## src/rtl/dec_arb_pkg.sv

```systemverilog
// Shared types and constants for the round-robin decoder arbiter.
package dec_arb_pkg;

  typedef enum logic [1:0] {
    IDLE  = 2'd0,
    GRANT = 2'd1,
    GAP   = 2'd2
  } state_t;

  localparam int NUM_REQ = 8;
  localparam int IDX_W   = 3;

endpackage

```

## src/rtl/dec3to8_onehot.sv

```systemverilog
// Combinational 3-to-8 decoder with enable; output is one-hot, or all zero when disabled.
module dec3to8_onehot
  import dec_arb_pkg::*;
(
  input  logic [IDX_W-1:0]   idx,
  input  logic               en,
  output logic [NUM_REQ-1:0] onehot
);

  for (genvar gi = 0; gi < NUM_REQ; gi++) begin : g_dec
    assign onehot[gi] = en && (idx == IDX_W'(gi));
  end

endmodule

```

## src/rtl/rr_decoder_arbiter.sv

```systemverilog
// Round-robin arbiter sharing one 3-to-8 decoder among 8 requesters, with a break-before-make gap.
// Optional forced release after MAX_HOLD cycles when GRANT_TIMEOUT_EN is defined.
module rr_decoder_arbiter
  import dec_arb_pkg::*;
#(
  parameter int GAP_CYCLES = 1,
  parameter int MAX_HOLD   = 16
) (
  input  logic               clk,
  input  logic               reset_n,
  input  logic [NUM_REQ-1:0] req,
  input  logic               done,
  output logic               sel_e,
  output logic               sel_a,
  output logic               sel_b,
  output logic               sel_c,
  output logic [NUM_REQ-1:0] grant,
  output logic               busy,
  output logic               timeout
);

  if (GAP_CYCLES < 1 || GAP_CYCLES > 15 || MAX_HOLD < 2 || MAX_HOLD > 255) begin : g_bad_param
    $error("rr_decoder_arbiter: GAP_CYCLES or MAX_HOLD out of range");
  end

  localparam logic [3:0] GAP_LOAD = 4'(GAP_CYCLES);

  state_t           state_reg, state_next;
  logic [IDX_W-1:0] idx_reg, idx_next;
  logic [IDX_W-1:0] ptr_reg, ptr_next;
  logic [3:0]       gap_cnt_reg, gap_cnt_next;
  logic             sel_e_reg, sel_e_next;
  logic             busy_reg, busy_next;
  logic             hold_hit;
  logic             rel_now;
  logic             arbitrate;

  // First set bit at or above p, wrapping 7 -> 0; the smallest offset wins.
  function automatic logic [IDX_W-1:0] rr_pick(input logic [NUM_REQ-1:0] r,
                                               input logic [IDX_W-1:0]   p);
    logic [IDX_W-1:0] cand;
    rr_pick = p;
    for (int k = NUM_REQ - 1; k >= 0; k--) begin
      cand = p + IDX_W'(k);
      if (r[cand]) rr_pick = cand;
    end
  endfunction

  always_comb begin
    state_next   = state_reg;
    idx_next     = idx_reg;
    ptr_next     = ptr_reg;
    gap_cnt_next = gap_cnt_reg;
    rel_now      = 1'b0;
    arbitrate    = 1'b0;

    case (state_reg)
      IDLE: arbitrate = 1'b1;
      GRANT: begin
        rel_now = done || !req[idx_reg] || hold_hit;
        if (rel_now) begin
          state_next   = GAP;
          ptr_next     = idx_reg + IDX_W'(1);
          gap_cnt_next = GAP_LOAD;
        end
      end
      GAP: begin
        // The last gap cycle evaluates requests as IDLE would, so back-to-back
        // grants are separated by exactly GAP_CYCLES disabled cycles.
        if (gap_cnt_reg <= 4'd1) begin
          arbitrate    = 1'b1;
          gap_cnt_next = 4'd0;
        end else begin
          gap_cnt_next = gap_cnt_reg - 4'd1;
        end
      end
      default: state_next = IDLE;
    endcase

    if (arbitrate) begin
      if (|req) begin
        state_next = GRANT;
        idx_next   = rr_pick(req, ptr_reg);
      end else begin
        state_next = IDLE;
      end
    end

    sel_e_next = (state_next == GRANT);
    busy_next  = (state_next != IDLE);
  end

  always_ff @(posedge clk or negedge reset_n) begin
    if (!reset_n) begin
      state_reg   <= IDLE;
      idx_reg     <= '0;
      ptr_reg     <= '0;
      gap_cnt_reg <= '0;
      sel_e_reg   <= 1'b0;
      busy_reg    <= 1'b0;
    end else begin
      state_reg   <= state_next;
      idx_reg     <= idx_next;
      ptr_reg     <= ptr_next;
      gap_cnt_reg <= gap_cnt_next;
      sel_e_reg   <= sel_e_next;
      busy_reg    <= busy_next;
    end
  end

`ifdef GRANT_TIMEOUT_EN
  localparam logic [7:0] HOLD_LAST = 8'(MAX_HOLD - 1);

  logic [7:0] hold_cnt_reg;
  logic       timeout_reg;
  logic       tmo_fire;

  assign hold_hit = (hold_cnt_reg == HOLD_LAST);
  // Only a release caused solely by the hold limit reports a timeout.
  assign tmo_fire = (state_reg == GRANT) && hold_hit && !done && req[idx_reg];

  always_ff @(posedge clk or negedge reset_n) begin
    if (!reset_n) begin
      hold_cnt_reg <= '0;
      timeout_reg  <= 1'b0;
    end else begin
      hold_cnt_reg <= (state_reg == GRANT) ? hold_cnt_reg + 8'd1 : 8'd0;
      timeout_reg  <= tmo_fire;
    end
  end

  assign timeout = timeout_reg;
`else
  assign hold_hit = 1'b0;
  assign timeout  = 1'b0;
`endif

  assign sel_e = sel_e_reg;
  assign sel_a = idx_reg[2];
  assign sel_b = idx_reg[1];
  assign sel_c = idx_reg[0];
  assign busy  = busy_reg;

  dec3to8_onehot u_dec (
    .idx    (idx_reg),
    .en     (sel_e_reg),
    .onehot (grant)
  );

endmodule
```

## config.mk

```make
export PLATFORM = sky130hd
export DESIGN_NAME = rr_decoder_arbiter
export DESIGN_NICKNAME = d
export VERILOG_FILES = /design/src/rtl/dec_arb_pkg.sv /design/src/rtl/dec3to8_onehot.sv /design/src/rtl/rr_decoder_arbiter.sv
export SDC_FILE = /design/constraint.sdc
export NUM_CORES = 1
export LEC_CHECK = 0
export CAP_MARGIN = 20
export CORE_ASPECT_RATIO = 2
export CORE_UTILIZATION = 50
export CTS_CLUSTER_DIAMETER = 100
export CTS_CLUSTER_SIZE = 12
export DETAILED_ROUTE_END_ITERATION = 10
export MAX_ROUTING_LAYER = met4
export PLACE_DENSITY = 0.83
export SLEW_MARGIN = 30
export SYNTH_ARGS = -nofsm -noshare
export SYNTH_HDL_FRONTEND = slang
export SYNTH_SLANG_ARGS = --single-unit
```

## constraint.sdc

```tcl
create_clock -name clk -period 3 [get_ports clk]
set_clock_uncertainty 0.05 [all_clocks]
set_input_delay 0.6 -clock clk [delete_from_list [all_inputs] [get_ports clk]]
set_output_delay 0.6 -clock clk [all_outputs]
set_load 0.005 [all_outputs]
```

==> flow_metrics.env <==
export IMPL_status="finished clean"
export IMPL_multi_input_area_um2=1160
export IMPL_synthArstFlopShare_pct=100
export IMPL_power_density_nw_per_um2=1260
export IMPL_gr_total_overflow=0
export IMPL_synth_distinct_cells=45
export IMPL_nNetsFinal=220
export IMPL_layout_drive_gt1_share_pct=16.7
export IMPL_fin_cells=229
export IMPL_die_h_um=82.6
export IMPL_first_global_vias=1554
export IMPL_vias=1540
export IMPL_hold_violations=0
export IMPL_period_share_pct=93.3
export IMPL_synthFlopType="dfrtp_1"
export IMPL_ff2ff_path_depth=9
export IMPL_p_comb_share_pct=75.3
export IMPL_portBuffers=23
export IMPL_drtPass1Iterations=4
export IMPL_drc=0
export IMPL_cts_sinks=14
export IMPL_grt_pass1_wl_um=7090
export IMPL_rr_endpoint="idx_reg[2]$_DFFE_PN0P_"
export IMPL_antenna_found_initial=0
export IMPL_io_pins=25
export IMPL_fmax_mhz=357
export IMPL_cts_root_buf="clkbuf_8"
export IMPL_met2_usage_pct=52.6
export IMPL_synthToLayoutAreaGrowth_pct=19.2
export IMPL_seqCellArea_um2=350
export IMPL_crit_path_start_kind="register"
export IMPL_drt_vias_per_instance=6.72
export IMPL_min_path_type="register to register"
export IMPL_cts_tree="built"
export IMPL_dr_first_iter_drc_count=81
export IMPL_htree_levels=1
export IMPL_start_util_pct=52.0
export IMPL_hpwl_um=3610
export IMPL_die_area_um2=3490
export IMPL_fin_crit_ps=2800
export IMPL_cp_slowest_cell="mux4_2"
export IMPL_synth_warnings=0
export IMPL_clkPwrFrac_pct=7.4
export IMPL_clk_pin_slew_ps=60
export IMPL_place_congestion=0.914
export IMPL_ant_nets=0
export IMPL_post_cts_setup_buffer_count=0
export IMPL_ctsHoldBuffers=0
export IMPL_report_final_slew_viol_count=0
export IMPL_antennaDiodeCount=0
export IMPL_grt_usage_pct=28.2
export IMPL_synth_area_um2=1620
export IMPL_power_uw=2440
export IMPL_wl_um=4530
export IMPL_intPower_uw=1270
export IMPL_fp_dieW_um=42.3
export IMPL_ir_drop_v=0.000703
export IMPL_worstReg2RegStart="ptr_reg[1]$_DFFE_PN0P_"
export IMPL_critPathMaxStageDelay_ps=630
export IMPL_rows=29
export IMPL_clkLatencyLatePin_ps=250
export IMPL_crit_fanout=6
export IMPL_rsz0062_at_grt="no"
export IMPL_ys_seq_area_share_pct=21.6
export IMPL_switching_share_pct=48.0
export IMPL_crit_path_end_kind="register"
export IMPL_gr_max_usage_layer="met2"
export IMPL_setup_worst_path_class="register to register"
export IMPL_use_met1_pct=24.5
export IMPL_p_leak_uw=0.000845
export IMPL_mostFrequentLayoutCell="clkdlybuf4s50_1"
export IMPL_clk_path_buf_depth=2
export IMPL_slew_headroom_pct=45.4
export IMPL_final_cell_mix="23 x clkdlybuf4s50_1, 21 x nand2_1, 14 x inv_1, 14 x dfrtp_1, 11 x mux2i_1"
export IMPL_switchingPower_uw=1170
export IMPL_final_setup_tns_ps=0
export IMPL_cp_startpoint="ptr_reg[1]$_DFFE_PN0P_"
export IMPL_syn_avg_cell_area_um2=9.39
export IMPL_pwr_share_seq_pct=17.4
export IMPL_largest_reg_flops=4
export IMPL_cts_buffers=3
export IMPL_path_cells="inv_1, ha_1, mux4_2, a22oi_1, nand3_1, a32oi_1, a211oi_1, buf_4, a21o_1"
export IMPL_dp_cells=225
export IMPL_wl_per_cell_um=19.8
export IMPL_crit_end="idx_reg[2]$_DFFE_PN0P_"
export IMPL_fillCellCount=283
export IMPL_grt_max_degree=22
export IMPL_max_cap_violations=0
export IMPL_rrSetupSlack_ps=200
export IMPL_synth_seq_cells=14
export IMPL_synth_nets=194
export IMPL_cts_resized=0
export IMPL_tightest_slew_ps=807
export IMPL_synth_edf_count=0
export IMPL_setup_violations_final=0
export IMPL_grt_use_met3_pct=2.17
export IMPL_cp_data_required_time_ps=3090
export IMPL_core_um2=3120
export IMPL_cp_arrival_ps=2890
export IMPL_syn_inst=173
==> final cells by class <==
class | count | area share, %
Tap cell | 31 | 2.00
Inverter | 14 | 2.71
Multi-Input combinational cell | 137 | 60.1
Sequential cell | 14 | 18.1
Clock buffer | 4 | 2.84
Timing Repair Buffer | 29 | 14.2
==> metrics by stage <==
stage | hold slack [ps] | setup WS, ps | util (%) | area (um2)
CTS | 491 | 204 | 62.0 | 1940
global placement | 448 | 85.6 | 60.3 | 1880
global route | 500 | 45.1 | 62.0 | 1940
finish | 488 | 200 | 62.0 | 1940
detailed placement | 476 | 38.0 | 60.3 | 1880
floorplan | 254 | 274 | - | 1620
==> Yosys cell counts, types with 4 or more instances <==
library cell / instances / area share (%)
mux2_2: 9 / 6.2
dfrtp_1: 14 / 22
and2_1: 6 / 2.3
mux2i_1: 11 / 6.8
o21ai_0: 9 / 2.8
a21oi_1: 7 / 2.2
nor2_1: 5 / 1.2
ha_1: 10 / 7.7
nand2_1: 21 / 4.9
nand3_1: 4 / 1.2
nor4_1: 4 / 1.5
inv_1: 14 / 3.2
mux4_2: 10 / 14
==> worst max-delay path, delay by kind of cell (launching register included) <==
| kind | cells | cell delay, ps |
|---|---|---|
| adders and majority gates | 1 | 480 |
| and+or+nand+nor | 1 | 150 |
| DFF | 1 | 340 |
| muxes | 1 | 630 |
| AOI/OAI and AO/OA | 4 | 760 |
| buffers and inverters | 2 | 280 |
==> power groups by stage <==
stage	clock network, uW	logic, uW	registers (uW)
floorplan	0	1340	384
global placement	0	1730	412
detailed placement	0	1810	421
CTS	184	1820	418
global route	194	1990	436
finish	179	1830	424
==> cells by family (layout without fill, tap and decap cells) <==
group | Yosys count | after routing | share of synthesized area [%]
AO/OA/AOI/OAI | 38 | 38 | 15.5
XOR/XNOR | 2 | 2 | 1.08
adder cells (fa/ha/maj) | 10 | 10 | 7.70
buffers and inverters | 22 | 47 | 6.78
flip-flops | 14 | 14 | 21.6
multiplexers | 33 | 33 | 31.0
other | 1 | 1 | 0.231
AND/OR/NAND/NOR | 53 | 53 | 16.2
==> layer usage <==
metal	up-vias	wire length, um
li1	697	-
met1	751	1450
met2	66	2560
met3	26	170
met4	0	353
met5	-	0
==> how the worst min path moves through the flow <==
stage                                from                    endpoint  slack, ps  cells after the start
3_5_place_dp   gap_cnt_reg[1]$_DFFE_PN0P_  gap_cnt_reg[1]$_DFFE_PN0P_        480                      1
4_1_cts        gap_cnt_reg[1]$_DFFE_PN0P_  gap_cnt_reg[1]$_DFFE_PN0P_        490                      1
3_3_place_gp   gap_cnt_reg[1]$_DFFE_PN0P_  gap_cnt_reg[1]$_DFFE_PN0P_        450                      1
2_1_floorplan                     reset_n              busy$_DFF_PN0_        250                      0
6_report       gap_cnt_reg[1]$_DFFE_PN0P_  gap_cnt_reg[1]$_DFFE_PN0P_        490                      1
5_1_grt        gap_cnt_reg[1]$_DFFE_PN0P_  gap_cnt_reg[1]$_DFFE_PN0P_        500                      1
Note: power is estimated with default switching activity, not from simulation.
